File: src/rtl/load_writeback_buffer.sv
// Load result buffer between the load unit and writeback.
// Circular FIFO of {data, address, packet} entries with flush support.
//
// Ports:
//   clk_i, rst_n_i           clock, async active-low reset
//   flush_i                  drop every buffered entry
//   ldu_data_valid_i/_data_i/_address_i/_packet_i   load unit result
//   ldu_data_accepted_o      result taken this cycle
//   wb_valid_o/_data_o/_address_o/_packet_o         head entry
//   wb_ready_i               writeback consumes the head entry
//   count_o, full_o, empty_o occupancy

package core_pkg;
    typedef struct packed {
        logic [31:0] pc;
        logic [4:0]  rd;
        logic        rd_we;
    } instr_packet_t;
endpackage

module load_writeback_buffer
    import core_pkg::*;
#(
    parameter int XLEN  = 32,
    parameter int DEPTH = 4
) (
    input  logic                     clk_i,
    input  logic                     rst_n_i,
    input  logic                     flush_i,
    input  logic                     ldu_data_valid_i,
    input  logic [XLEN-1:0]          ldu_data_i,
    input  logic [XLEN-1:0]          ldu_address_i,
    input  instr_packet_t            ldu_packet_i,
    output logic                     ldu_data_accepted_o,
    output logic                     wb_valid_o,
    output logic [XLEN-1:0]          wb_data_o,
    output logic [XLEN-1:0]          wb_address_o,
    output instr_packet_t            wb_packet_o,
    input  logic                     wb_ready_i,
    output logic [$clog2(DEPTH):0]   count_o,
    output logic                     full_o,
    output logic                     empty_o
);

    localparam int PW = $clog2(DEPTH);
    localparam int CW = PW + 1;
    localparam logic [CW-1:0] FULL_CNT = CW'(DEPTH);

    logic [XLEN-1:0]  data_q [DEPTH];
    logic [XLEN-1:0]  addr_q [DEPTH];
    instr_packet_t    pkt_q  [DEPTH];

    logic [PW-1:0]    wr_ptr_q;
    logic [PW-1:0]    rd_ptr_q;
    logic [CW-1:0]    count_q;

    logic             push;
    logic             pop;

    assign empty_o = (count_q == '0);
    assign full_o  = (count_q == FULL_CNT);
    assign count_o = count_q;

    assign push = ldu_data_valid_i & ~full_o & ~flush_i;
    assign pop  = wb_valid_o & wb_ready_i & ~flush_i;

    assign ldu_data_accepted_o = push;
    assign wb_valid_o          = ~empty_o;

    // Head is masked to zero when empty so stale storage never leaks.
    assign wb_data_o    = wb_valid_o ? data_q[rd_ptr_q] : '0;
    assign wb_address_o = wb_valid_o ? addr_q[rd_ptr_q] : '0;
    assign wb_packet_o  = wb_valid_o ? pkt_q[rd_ptr_q]  : '0;

    // Storage is deliberately left unreset; the count gates visibility.
    always_ff @(posedge clk_i) begin
        if (push) begin
            data_q[wr_ptr_q] <= ldu_data_i;
            addr_q[wr_ptr_q] <= ldu_address_i;
            pkt_q[wr_ptr_q]  <= ldu_packet_i;
        end
    end

    // DEPTH is a power of two, so pointers wrap by natural overflow.
    always_ff @(posedge clk_i or negedge rst_n_i) begin
        if (!rst_n_i) begin
            wr_ptr_q <= '0;
            rd_ptr_q <= '0;
            count_q  <= '0;
        end else if (flush_i) begin
            wr_ptr_q <= '0;
            rd_ptr_q <= '0;
            count_q  <= '0;
        end else begin
            if (push) wr_ptr_q <= wr_ptr_q + 1'b1;
            if (pop)  rd_ptr_q <= rd_ptr_q + 1'b1;
            unique case ({push, pop})
                2'b10:   count_q <= count_q + 1'b1;
                2'b01:   count_q <= count_q - 1'b1;
                default: count_q <= count_q;
            endcase
        end
    end

endmodule

File: config.mk
export PLATFORM = sky130hd
export DESIGN_NAME = load_writeback_buffer
export DESIGN_NICKNAME = d
export VERILOG_FILES = /design/src/rtl/load_writeback_buffer.sv
export SDC_FILE = /design/constraint.sdc
export NUM_CORES = 1
export LEC_CHECK = 0
export CAP_MARGIN = 15
export CORE_MARGIN = 5
export CORE_UTILIZATION = 48
export DETAILED_ROUTE_END_ITERATION = 10
export GPL_TIMING_DRIVEN = 0
export PLACE_DENSITY = 0.82
export SYNTH_ARGS = -nofsm -noshare
export SYNTH_HDL_FRONTEND = slang
export SYNTH_SLANG_ARGS = --single-unit
export TNS_END_PERCENT = 50
File: constraint.sdc
create_clock -name clk_i -period 4.7 [get_ports clk_i]
set_input_delay 0.94 -clock clk_i [delete_from_list [all_inputs] [get_ports clk_i]]
set_output_delay 0.94 -clock clk_i [all_outputs]
set_load 0.03 [all_outputs]
== Word-level counts from Yosys, hierarchy flattened ==
Memory sizes are Yosys's and may differ from the RTL's.
Index checks and enable logic that the tools add are counted.

* Add/subtract/negate cells: 4
* Equal/unequal tests: 3
* Multiplexer cells: 11
* Bitwise gates (word level): 7
* Reductions and logical operators: 4

{| class="wikitable"
|+ Operator list
! cell !! count
|-
| 32-bit two-way mux || 2
|-
| 38-bit two-way mux || 1
|-
| 2-bit two-way mux || 4
|-
| 3-bit case mux with 2 select lines || 1
|-
| 2-bit by 1-bit adder with 2-bit output (second input constant) || 2
|-
| 1-bit AND || 4
|-
| 2-bit nonzero test || 2
|-
| 3-bit by 1-bit adder with 3-bit output (second input constant) || 1
|-
| 3-bit == test (second input constant) || 1
|-
| 3-bit logical NOT || 1
|-
| 3-bit two-way mux || 1
|-
| 1-bit NOT || 3
|-
| 3-bit nonzero test || 1
|-
| 3-bit by 1-bit subtractor with 3-bit output (second input constant) || 1
|-
| 2-bit by 1-bit == test with 1-bit output (second input constant) || 1
|-
| 2-bit == test (second input constant) || 1
|-
| 1-bit two-way mux || 2
|}

* Register bits: 7
* Memory bits (writable): 408
* Output and inout port bits: 109
* Memories kept: 3

{| class="wikitable"
|+ Memory list
! name !! depth !! bits a word !! rd ports !! clocked after Yosys merged registers in !! write ports !! RTL line !! text
|-
| pkt_q || 4 || 38 || 1 || 0 || 1 || 51 || <nowiki>instr_packet_t pkt_q [DEPTH];</nowiki>
|-
| addr_q || 4 || 32 || 1 || 0 || 1 || 50 || <nowiki>logic [XLEN-1:0] addr_q [DEPTH];</nowiki>
|-
| data_q || 4 || 32 || 1 || 0 || 1 || 49 || <nowiki>logic [XLEN-1:0] data_q [DEPTH];</nowiki>
|}

== Logic depth before layout (Yosys ltp) ==
Gate-level depths: netlist of run 1.

* Depth after elaboration: 7
* Gate-level depth with buffers: 7
* Depth with buffers taken out: 6

== Worst setup path after synthesis of run 1 ==
Ideal clock, no wire load.

* Kind: input port to flip-flop
* Start point: in flush_i
* End point: mem addr_q[1][0], enable pin
* Arrival time: 4258 ps
* Path slack: -30 ps
* Cell stages on the path: 4
* Buffers on the path: 1
* Path through: clkbuf_1 -> nand2b_1 -> nor2_1 -> and2_1

* Cells in the longest elaborated chain, start to end: 4

{| class="wikitable"
|+ RTL lines
! what !! RTL line !! text
|-
| start: declaration || 29 || <nowiki>input logic flush_i,</nowiki>
|-
| 1-bit NOT || 64 || <nowiki>assign push = ldu_data_valid_i & ~full_o & ~flush_i;</nowiki>
|-
| 1-bit AND || 64 ||
|-
| via ldu_data_accepted_o || 34 || <nowiki>output logic ldu_data_accepted_o,</nowiki>
|-
| 1-bit two-way mux || 77 || <nowiki>if (push) begin</nowiki>
|-
| 1-bit two-way mux (not written as such) || 79 || <nowiki>addr_q[wr_ptr_q] <= ldu_address_i;</nowiki>
|-
| end: declaration || 50 ||
|}

The timed path passes the listed nets, and every way through them passes these cells.

== Worst setup path in the final report of run 1 ==
* Start point: reg count_q[0] (netlist: count_o[0])
* End point: out wb_address_o[14]

* Cells in the longest elaborated chain, start to end: 2

{| class="wikitable"
|+ RTL lines
! what !! RTL line !! text
|-
| start: declaration || 55 || <nowiki>logic [CW-1:0] count_q;</nowiki>
|-
| start signal: assignment || 98 || <nowiki>2'b10: count_q <= count_q + 1'b1;</nowiki>
|-
| start signal: assignment || 99 || <nowiki>2'b01: count_q <= count_q - 1'b1;</nowiki>
|-
| start signal: assignment || 100 || <nowiki>default: count_q <= count_q;</nowiki>
|-
| 3-bit logical NOT || 60 || <nowiki>assign empty_o = (count_q == '0);</nowiki>
|-
| 32-bit two-way mux || 72 || <nowiki>assign wb_address_o = wb_valid_o ? addr_q[rd_ptr_q] : '0;</nowiki>
|-
| end: declaration || 37 || <nowiki>output logic [XLEN-1:0] wb_address_o,</nowiki>
|}

Every way passes these cells.

==> results of run 1 <==
-- layout make-up --
type / count / area [µm²] / area share [%]
Timing Repair Buffer: 220 / 2310 / 11.4
Tap cell: 448 / 561 / 2.77
Multi-Input combinational cell: 253 / 3300 / 16.3
Inverter: 5 / 18.8 / 0.0927
Clock buffer: 58 / 1170 / 5.80
Buffer: 41 / 330 / 1.63
Sequential cell: 415 / 12400 / 61.4
Clock inverter: 17 / 129 / 0.636
-- worst max-delay path: stages, from the launching register on --
cell	delay, ps
dfrtp_1	410
buf_2	200
or3_1	380
buf_2	210
buf_6	190
clkbuf_2	210
and2_1	180
clkdlybuf4s50_1	630
-- metrics by stage --
| step | TNS, ps | util, % | std cells |
|---|---|---|---|
| after floorplan | -3020 | - | 714 |
| after global placement | -203750 | 56.4 | 1376 |
| after global routing | 0 | 60.8 | 1457 |
| after detailed placement | 0 | 56.9 | 1382 |
| after CTS | 0 | 60.8 | 1457 |
| final | 0 | 60.8 | 1457 |
-- cell families (layout without fill, tap and decap cells) --
logic type,Yosys count,after routing,synth area share [%]
XOR/XNOR,3,3,0.164
buffers and inverters,46,341,2.17
AO/OA/AOI/OAI,15,15,0.662
multiplexers,104,104,14.4
adder cells (fa/ha/maj),5,5,0.436
AND/OR/NAND/NOR,126,126,4.81
flip-flops,415,415,77.3
-- path summary, 6_finish.rpt --
check / from / to / slack (ps) / cells past startpoint
max in group asynchronous: rst_n_i / rd_ptr_q[1] / 3740 / 1
min in group asynchronous: rst_n_i / count_o[2] / 700 / 1
worst max register to register: count_o[2] / pkt_q[1][6] / 2040 / 5
worst max-delay path: count_o[0] / wb_address_o[14] / 820 / 7
worst min-delay path: wr_ptr_q[1] / wr_ptr_q[1] / 610 / 2
worst min register to register: wr_ptr_q[1] / wr_ptr_q[1] / 610 / 2
-- per-layer routing --
layer  track usage (%)  routed length (µm)
met1              23.0               13200
met3              4.39                2380
met2              29.0               15900
met4              3.38                 458
met5                 0                  34
-- flip-flops by register name, summed over array words and instances, names as in the netlist --
| signal | count |
|---|---|
| data_q | 128 |
| count_o | 3 |
| pkt_q | 152 |
| wr_ptr_q | 2 |
| addr_q | 128 |
| rd_ptr_q | 2 |
-- report_power, final --
| part | internal [µW] | switching, µW | total (µW) |
|---|---|---|---|
| registers | 4240 | 41.4 | 4280 |
| clock network | 1850 | 1280 | 3130 |
| logic | 1680 | 2000 | 3680 |
-- cell usage in the layout, fill, tap and decap left out, types with 7 or more instances in the layout --
cell type and instances:
edfxtp_1 408, clkdlybuf4s50_1 214, mux4_2 102, and2_1 102
clkbuf_16 45, clkbuf_1 19, buf_2 13, clkinv_1 8
dfrtp_1 7
==> results.md, run 1 <==
| Metric | Value |
| --- | --- |
| Status | completed |
| EDFF count, synth | 408 |
| Initial Utilization | 48.3% |
| Most common cell in the synthesized netlist | edfxtp_1 |
| Worst ir drop on vdd | 0.000385 V |
| Shortest clock period the worst path allows after layout | 3880 ps |
| Register bit total from synthesis | 415 |
| Worst slack at placement | 1130 ps |
| Placement-stage cell area | 18900 µm² |
| Number of levels the H-tree was split into | 2 |
| List of most frequent post-synthesis cells | 408 x edfxtp_1, 106 x and2_1, 102 x mux4_2 |
| CTS resizes | 0 |
| Number of buffers inserted to repair setup after CTS | 0 |
| Share of layout cells above drive strength 1 | 19.7% |
| Overall Power | 11100 µW |
| Sequential cell area fraction in the yosys report | 77.3% |
| TritonCTS clock tree | built |
| Clock tree root buffer cell | clkbuf_16 |
| Quantity of I/O buffers inserted on ports | 214 |
| Post-layout net count | 1090 |
| Cell variety after synth | 38 |
| DRC marker count from the first detailed-route iteration | 415 |
| Maximum buffer depth of the clock tree | 3 |
| Tightest hold margin | 609 ps |
| Relative area change from synthesis to final layout | 26.0% |
| Syn_area_per_cell | 22.5 µm² |
| Die Wd | 193 µm |
| Classification of the worst setup path | register to output pin |
| Worst clock skew on the final layout | 8.50 ps |
| Clock Sink Count | 415 |
| Worst-Margin Slew | 854 ps |
| Arrival time reported for the critical path endpoint | 2940 ps |
| Highest net fanout along the worst path | 10 |
| Ys async rst share | 1.69% |
| Per-cell via count in the routed design | 5.34 |
| Critical path capture point type | output pin |
| Pin count of the biggest net entering global routing | 53 |
| Post-DP HPWL | 20500 µm |
| Fill count | 2324 |
| Clock-pin slew reported for the worst setup and hold paths after clock tree synthesis | 60 ps |
| Vias in the first global route | 8464 |
| Unrepaired setup endpoints after global routing | no |
| Leftover overflow at the end of global routing | 0 |
| Slack of the critical path | 824 ps |
| Final critical-path share of the clock period | 82.5% |
| Hold-fix buffers, CTS | 0 |
| Worst-Skew Late Latency | 520 ps |
| Cell area after synthesis | 16100 µm² |
| Area fraction of the dominant cell type after synthesis | 76.2% |
| Core outline area | 33300 µm² |
| Category of the worst setup path launch point | register |
| Antenna diodes | 0 |
| Drt first pass iters | 5 |
| Yosys Warn Count | 0 |
| Main flop type after synthesis | edfxtp_1 |
| Cell type contributing the most total cell area after synthesis | edfxtp_1 |
| First-pass GRT wire length | 48500 µm |
| Boundary pin count | 216 |
| WL final | 32000 µm |
| Max-slew violations | 0 |
| Power density of the placed cells | 548 nW/µm² |
| Synth area leaders | edfxtp_1 76%, mux4_2 14%, and2_1 4.1%, dfrtp_1 1.1%, buf_12 0.75% |
| Headroom to the max-slew limit | 43.1% |
| Cell area after layout | 20300 µm² |
| Antenna-violating nets left | 0 |
| Kind of path behind the tightest hold check | register to register |
| Upper clock frequency limit | 258 MHz |
| Number of hold-slack violations in the final timing report | 0 |
| Static power due to leakage | 0.00648 µW |
| Post-route DRC | 0 |
| GP Congestion | 0.732 |
| Initial antenna violation count | 3 |
| Vert. Die Dim | 193 µm |
| Number of buffers added by the clock tree synthesis step | 42 |
| Via count | 7776 |
| Routed length per placed instance | 22.0 µm |
| GRT Total Usage | 17.1% |
| Final setup vio count | 0 |
| Area of the die | 37200 µm² |
| Data required time of the critical path | 3760 ps |
| Synthesized Nets | 826 |
| Number of instances in the synthesized netlist | 714 |
| Max-capacitance violation count | 0 |
| Std-Cell Rows | 67 |
Power figures use the tool's default switching activity.
==> inputs of run 2 (changes only) <==
--- a/config.mk
+++ b/config.mk
@@ -10,7 +10,7 @@
 export CORE_UTILIZATION = 48
 export DETAILED_ROUTE_END_ITERATION = 10
 export GPL_TIMING_DRIVEN = 0
-export PLACE_DENSITY = 0.82
+export PLACE_DENSITY = 0.85
 export SYNTH_ARGS = -nofsm -noshare
 export SYNTH_HDL_FRONTEND = slang
 export SYNTH_SLANG_ARGS = --single-unit
==> constraint.sdc (replaced) <==
create_clock -name clk_i -period 3.1 [get_ports clk_i]
set_input_delay 0.62 -clock clk_i [delete_from_list [all_inputs] [get_ports clk_i]]
set_output_delay 0.62 -clock clk_i [all_outputs]
set_load 0.03 [all_outputs]
==> run 2 against run 1 <==
Effect of this change:
- power rose by 50%
- sequential cell count did not move
- first-iteration DRC count rose by 16%
- clock power rose by 58%
- sequential power rose by 51%
- combinational power rose by 41%
- register-to-register slack got worse by 1100 ps
- clock skew rose by 14 ps
- routed wire length rose by 2.4%
- global-route usage rose by 0.50 points
==> results.md, run 2 (synthesis gave the netlist of run 1 again) <==
| Metric | Value | Delta |
| --- | --- | --- |
| Initial antenna violation count | 3 | unchanged |
| Area of the die | 37200 µm² | unchanged |
| Routed length per placed instance | 22.4 µm | +2.0% |
| Relative area change from synthesis to final layout | 25.4% |  |
| Die Wd | 193 µm | unchanged |
| Arrival time reported for the critical path endpoint | 2390 ps | -550 ps |
| Static power due to leakage | 0.00675 µW | +4.1% |
| Final setup vio count | 0 | unchanged |
| Antenna-violating nets left | 0 | unchanged |
| Register name with the most flops | pkt_q |  |
| Max-capacitance violation count | 0 | unchanged |
| TritonCTS clock tree | built |  |
| Leading cell types in the layout, fill and taps excluded | 408 x edfxtp_1, 110 x clkdlybuf4s50_1, 102 x mux4_2, 102 x and2_1, 63 x buf_2 |  |
| Upper clock frequency limit | 332 MHz |  |
| Post-layout net count | 1094 | +0.37% |
| Final Core Density | 60.6% | -0.30 points |
| GRT Total Usage | 17.6% | +0.50 points |
| GP Congestion | 0.765 | +4.6% |
| Per-cell via count in the routed design | 5.36 | +0.47% |
| Hold-fix buffers, CTS | 0 | unchanged |
| Max reg flops | 152 | unchanged |
| Vert. Die Dim | 193 µm | unchanged |
| Number of hold-slack violations in the final timing report | 0 | unchanged |
| Kind of path behind the tightest hold check | primary input to asynchronous set/reset pin |  |
| Classification of the worst setup path | register to output pin |  |
| Boundary pin count | 216 | unchanged |
| Depth of the most critical reg-to-reg path | 7 | +2 |
| Vias in the first global route | 8568 | +1.2% |
| Core outline area | 33300 µm² | unchanged |
| First-pass GRT wire length | 49800 µm | +2.7% |
| Highest net fanout along the worst path | 10 | unchanged |
| Maximum buffer depth of the clock tree | 3 | unchanged |
| Leftover overflow at the end of global routing | 0 | unchanged |
| Clock Sink Count | 415 | unchanged |
| Worst-Margin Slew | 474 ps | -380 ps |
| Headroom to the max-slew limit | 68.1% | +25 points |
| Power density of the placed cells | 824 nW/µm² | +50% |
| Regs by FF count | pkt_q x152, addr_q x128, data_q x128 |  |
| Via count | 7845 | +0.89% |
| Quantity of I/O buffers inserted on ports | 214 | unchanged |
| WL final | 32800 µm | +2.4% |
| Clock-pin slew reported for the worst setup and hold paths after clock tree synthesis | 70 ps | about the same |
| Max-slew violations | 0 | unchanged |
| Tightest hold margin | 373 ps | -236 ps |
| Data required time of the critical path | 2480 ps | -1280 ps |
| Final critical-path share of the clock period | 97.2% |  |
| Worst clock skew on the final layout | 22.6 ps | +14.1 ps |
| Worst ir drop on vdd | 0.000618 V | +60% |
| Unrepaired setup endpoints after global routing | yes |  |
| Clock tree root buffer cell | clkbuf_16 |  |
| Std-Cell Rows | 67 | unchanged |
| Cell total after placement | 1384 | +0.14% |
| DRC marker count from the first detailed-route iteration | 481 | +16% |
| Number of levels the H-tree was split into | 2 | unchanged |
| Category of the worst setup path launch point | register |  |
| Most common library cell in the layout ignoring fill and taps | edfxtp_1 |  |
| Share of layout cells above drive strength 1 | 28.9% | +9.1 points |
| Worst-Skew Late Latency | 530 ps | about the same |
| Initial Utilization | 48.3% | unchanged |
| Flip-flop and latch area | 12400 µm² | unchanged |
| Post-DP HPWL | 20500 µm | -0.29% |
| Number of buffers added by the clock tree synthesis step | 42 | unchanged |
| Placement-stage cell area | 19000 µm² | +0.32% |
| Cell area after layout | 20200 µm² | -0.49% |
| Critical path capture point type | output pin |  |
| Total area of multi-input combinational cells | 3310 µm² | +0.23% |
| Fill count | 2363 | +1.7% |
| Antenna diodes | 0 | unchanged |
| Drt first pass iters | 5 | unchanged |
| Number of standard cells in the final layout excluding fillers | 1463 | +0.41% |
| Pin count of the biggest net entering global routing | 45 | -15% |
| Shortest clock period the worst path allows after layout | 3010 ps |  |
| Status | completed |  |
| Post-route DRC | 0 | unchanged |
[run 2: cell count changes in the layout (fill, tap and decap cells not counted), moves of 7 or more]
cell and delta:
clkdlybuf4s50_1 -104, clkbuf_1 -9, clkdlybuf4s15_2 +19, dlygate4sd2_1 +27
buf_2 +50, buf_4 +7, clkbuf_4 +8
[run 2: repair_timing]
action,in CTS,in global routing
buffers inserted,0,2
resized for setup,327,57
gates cloned,0,0
setup endpoints to repair,104,88
[run 2: area by class of cell]
type,instances,area share (%)
plain buffers,41,1.87
clock buffers,54,5.76
clock inverters,23,1.05
inverters,5,0.0931
multi-input cells,253,16.4
flip-flops and latches,415,61.7
well taps,448,2.78
repair buffers,224,10.4
[run 2: critical path: stages (launching register included)]
cell and delay [ps]:
dfrtp_1 420, buf_6 160, or3_1 370, buf_4 180
buf_6 170, buf_6 150, and2_1 140, clkdlybuf4s15_2 280
[run 2: power breakdown]
| group | leakage, µW | internal [µW] | switching, µW | total [µW] |
|---|---|---|---|---|
| sequential | 0.00380 | 6420 | 60.7 | 6480 |
| clock | 0.000656 | 2920 | 2010 | 4930 |
| combinational | 0.00229 | 2150 | 3030 | 5190 |
| total | 0.00675 | 11500 | 5110 | 16600 |
[run 2: metal layers]
layer  up-vias  share of wire (%)  global-route usage (%)
li1       3448                  -                       -
met1      4075                 40                    23.5
met2       261                 50                    29.8
met3        55                7.3                    4.34
met4         6                2.1                    4.38
met5         -               0.10                       0
[run 2: per-stage QoR]
step	worst slack (ps)	power [µW]	TNS (ps)
global route	-16.2	17400	-85.2
finish	86.8	16600	0
global placement	-1200	12200	-483670
floorplan	-216	10100	-87950
detailed placement	23.1	12300	0
CTS	-42.4	17000	-516
[run 2: worst paths after layout]
path	startpoint	slack [ps]	endpoint
max in group asynchronous	rst_n_i	2450	wr_ptr_q[0]
max reg2reg	count_o[1]	910	count_o[1]
min	rst_n_i	370	count_o[1]
min reg2reg	wr_ptr_q[1]	600	wr_ptr_q[1]
min in group clk_i	flush_i	480	rd_ptr_q[0]
max	count_o[1]	90	wb_address_o[7]
==> inputs of run 3 (changes only) <==
--- a/config.mk
+++ b/config.mk
@@ -5,9 +5,10 @@
 export SDC_FILE = /design/constraint.sdc
 export NUM_CORES = 1
 export LEC_CHECK = 0
-export CAP_MARGIN = 15
+export ABC_AREA = 1
 export CORE_MARGIN = 5
 export CORE_UTILIZATION = 48
+export CTS_CLUSTER_SIZE = 20
 export DETAILED_ROUTE_END_ITERATION = 10
 export GPL_TIMING_DRIVEN = 0
 export PLACE_DENSITY = 0.85
==> run 3 against run 2 <==
Effect of this change:
- synthesized cell count rose by 77%
- combinational power is 30% higher
- first-iteration DRC count rose by 81%
- power is 9.0% higher
- synthesized area grew 0.92%
- sequential power increased by 2%
- setup slack worse by 26 ps
- core utilization is 0.31 points higher
- sequential cell count stayed put
- sequential share of layout area decreased by 0.61 points
- die area grew 0.87%
- final area up 1.0%
==> results.md, run 3 <==
| Metric | Value | Delta |
| --- | --- | --- |
| Status | completed |  |
| Syn_area_per_cell | 12.8 µm² | -43% |
| Internal reg-to-reg setup slack | 410 ps | -500 ps |
| Fill count | 2452 | +3.8% |
| Per-cell via count in the routed design | 5.46 | +1.9% |
| Antenna-violating nets left | 0 | unchanged |
| Core outline area | 33400 µm² | +0.50% |
| Final setup vio count | 0 | unchanged |
| Number of buffers added by the clock tree synthesis step | 43 | +2.4% |
| Vias in the first global route | 11400 | +33% |
| First-pass GRT wire length | 63700 µm | +28% |
| Main flop type after synthesis | edfxtp_1 |  |
| Classification of the worst setup path | register to output pin |  |
| Cell area after layout | 20400 µm² | +1.0% |
| Drt first pass iters | 5 | unchanged |
| Clock-pin slew reported for the worst setup and hold paths after clock tree synthesis | 60 ps | about the same |
| Sequential Power Share | 36.5% | -2.6 points |
| Total area of multi-input combinational cells | 3350 µm² | +1.2% |
| Cell total after placement | 1943 | +40% |
| P_sw | 6850 µW | +34% |
| Number of standard cells in the final layout excluding fillers | 2022 | +38% |
| Share of layout cells above drive strength 1 | 15.2% | -14 points |
| DRC marker count from the first detailed-route iteration | 872 | +81% |
| Max-slew violations | 0 | unchanged |
| Cell area after synthesis | 16200 µm² | +0.92% |
| EDFF count, synth | 408 | unchanged |
| TritonCTS clock tree | built |  |
| Worst-Skew Late Latency | 530 ps | about the same |
| Sequential cell area fraction in the yosys report | 76.6% | -0.70 points |
| Synth Area in Compound Gates | 9.71% | +9.0 points |
| Synth area leaders | edfxtp_1 76%, nor2_1 9.6%, o21ai_1 4.0%, a21oi_1 3.2%, o21ai_0 2.5% |  |
| Number of instances in the synthesized netlist | 1267 | +77% |
| Arrival time reported for the critical path endpoint | 2420 ps | +30 ps |
| Area fraction of the dominant cell type after synthesis | 75.5% | -0.69 points |
| Placement-stage cell area | 19200 µm² | +1.3% |
| Shortest clock period the worst path allows after layout | 3040 ps | +26.5 ps |
| Worst-Margin Slew | 943 ps | +469 ps |
| Post-route DRC | 0 | unchanged |
| Unrepaired setup endpoints after global routing | yes |  |
| Static power due to leakage | 0.00715 µW | +5.9% |
| Highest net fanout along the worst path | 10 | unchanged |
| Flip-flop and latch area | 12400 µm² | about the same |
| Std-Cell Rows | 67 | unchanged |
| Vert. Die Dim | 194 µm | +0.43% |
| Multiplexer share of the synthesized area | 0% | -14 points |
| Number of hold-slack violations in the final timing report | 0 | unchanged |
| Initial antenna violation count | 2 | -1 |
| Register bit total from synthesis | 415 | unchanged |
| Post-DP HPWL | 26000 µm | +27% |
| GP Congestion | 0.802 | +4.8% |
| Relative area change from synthesis to final layout | 25.5% | about the same |
| Area share of and/or/nand/nor cells after synthesis | 10.2% | +5.4 points |
| Maximum buffer depth of the clock tree | 3 | unchanged |
| WL final | 41600 µm | +27% |
| Number of levels the H-tree was split into | 2 | unchanged |
| Adder-cell share of the synthesized area | 0.432% | -0.0040 points |
| Cell variety after synth | 21 | -45% |
| Quantity of I/O buffers inserted on ports | 215 | +0.47% |
| Die Wd | 194 µm | +0.43% |
| Upper clock frequency limit | 329 MHz | -0.87% |
| Final Core Density | 60.9% | +0.31 points |
| Internal power | 11200 µW | -2.2% |
| Max reg flops | 152 | unchanged |
| Hold-fix buffers, CTS | 0 | unchanged |
| Category of the worst setup path launch point | register |  |
| Overall Power | 18100 µW | +9.0% |
| Clock Sink Count | 415 | unchanged |
| Via count | 11000 | +41% |
| Initial Utilization | 48.5% | +0.20 points |
| Data required time of the critical path | 2480 ps | about the same |
| Main combinational cell family by area after synthesis | simple AND/OR/NAND/NOR gates |  |
| Cell type contributing the most total cell area after synthesis | edfxtp_1 |  |
| Tightest hold margin | 367 ps | -5.32 ps |
| Routed length per placed instance | 20.6 µm | -8.0% |
| Switching share of total power | 37.9% | +7.1 points |
| Kind of path behind the tightest hold check | primary input to asynchronous set/reset pin |  |
| Clock tree root buffer cell | clkbuf_16 |  |
| Register name with the most flops | pkt_q |  |
| CTS resizes | 198 | -39% |
| Share of total power in the clock network | 26.1% | -3.6 points |
| Area of the die | 37600 µm² | +0.87% |
| GRT Total Usage | 21.4% | +3.8 points |
| Critical path capture point type | output pin |  |
| Worst ir drop on vdd | 0.000597 V | -3.5% |
| Comb pwr share | 37.4% | +6.2 points |
| Post-layout net count | 1652 | +51% |
| Number of buffers inserted to repair setup after CTS | 0 | unchanged |
| Leading cell types in the layout, fill and taps excluded | 410 x nor2_1, 408 x edfxtp_1, 128 x o21ai_1 |  |
| Pin count of the biggest net entering global routing | 30 | -33% |
| Worst clock skew on the final layout | 13.1 ps | -9.52 ps |
| Ys async rst share | 1.69% | unchanged |
| Headroom to the max-slew limit | 37.0% | -31 points |
| Final critical-path share of the clock period | 98.1% | +0.85 points |
| Max-capacitance violation count | 0 | unchanged |
| Leftover overflow at the end of global routing | 0 | unchanged |
| Boundary pin count | 216 | unchanged |
| Synthesized Nets | 1379 | +67% |
| Most common library cell in the layout ignoring fill and taps | nor2_1 |  |
| List of most frequent post-synthesis cells | 415 x nor2_1, 408 x edfxtp_1, 128 x o21ai_1 |  |
| Yosys Warn Count | 0 | unchanged |
| Power density of the placed cells | 889 nW/µm² | +7.9% |
| Post-Synth XOR/XNOR Area | 0.0540% | -0.11 points |
| Regs by FF count | pkt_q x152, addr_q x128, data_q x128 |  |
| Most common cell in the synthesized netlist | nor2_1 |  |
-- run 3: cell count changes in the layout (fill, tap and decap cells not counted), sizes merged, moves of 21 or more --
cell,change
a21oi,+102
and2,-106
buf,-21
clkbuf,+62
mux4,-102
nor2,+409
o21ai,+206
-- run 3: through the flow --
| stage | TNS [ps] | worst slack (ps) |
|---|---|---|
| final | 0 | 60.3 |
| after global routing | -252 | -68.5 |
| after CTS | -390 | -202 |
| after detailed placement | -6040 | -112 |
| after global placement | -608770 | -1520 |
| after floorplan | -33310 | -99.1 |
-- run 3: final cells by class --
type,instances,area share [%]
multi-input combinational,759,16.5
antenna,2,0.0246
inverter,15,0.289
buffer,78,2.37
tap,448,2.75
clock inverter,22,0.824
sequential,415,61.1
timing repair buffer,228,10.7
clock buffer,55,5.51
-- run 3: power groups by stage --
stage               Clock, µW  Sequential, µW  Combinational (µW)
floorplan                   0            6740                4080
global placement            0            6730                7080
detailed placement          0            6710                7250
CTS                      4810            6600                6890
global route             5060            6620                7230
finish                   4730            6600                6760
-- run 3: worst max-delay path, cell delays in order, from the launching register on --
cell and delay (ps):
dfrtp_1 370, buf_4 190, inv_4 150, buf_4 240, clkbuf_4 270, o21ai_1 100, a21oi_1 170, clkdlybuf4s15_1 400
-- run 3: worst paths after layout --
| check | start | cells after the start | end |
|---|---|---|---|
| worst max register to register | count_o[1] | 9 | pkt_q[0][3] |
| worst max-delay path | rd_ptr_q[0] | 7 | wb_packet_o[23] |
| max in group asynchronous | rst_n_i | 1 | count_o[0] |
| worst min-delay path | rst_n_i | 1 | rd_ptr_q[0] |
| worst min register to register | count_o[0] | 1 | count_o[0] |
| min in group clk_i | count_o[0] | 1 | count_o[0] |
-- run 3: logic make-up after synthesis --
family,Yosys count
flip-flops,415
AND/OR/NAND/NOR,439
adder cells (fa/ha/maj),5
XOR/XNOR,1
AO/OA/AOI/OAI,314
buffers and inverters,93
-- run 3: metal layers --
layer,up-vias,routed length [µm],global-route usage (%)
li1,5060,-,-
met1,5432,16100,26.7
met2,480,21200,37.6
met3,73,3300,5.02
met4,0,1020,6.22
met5,-,0,0
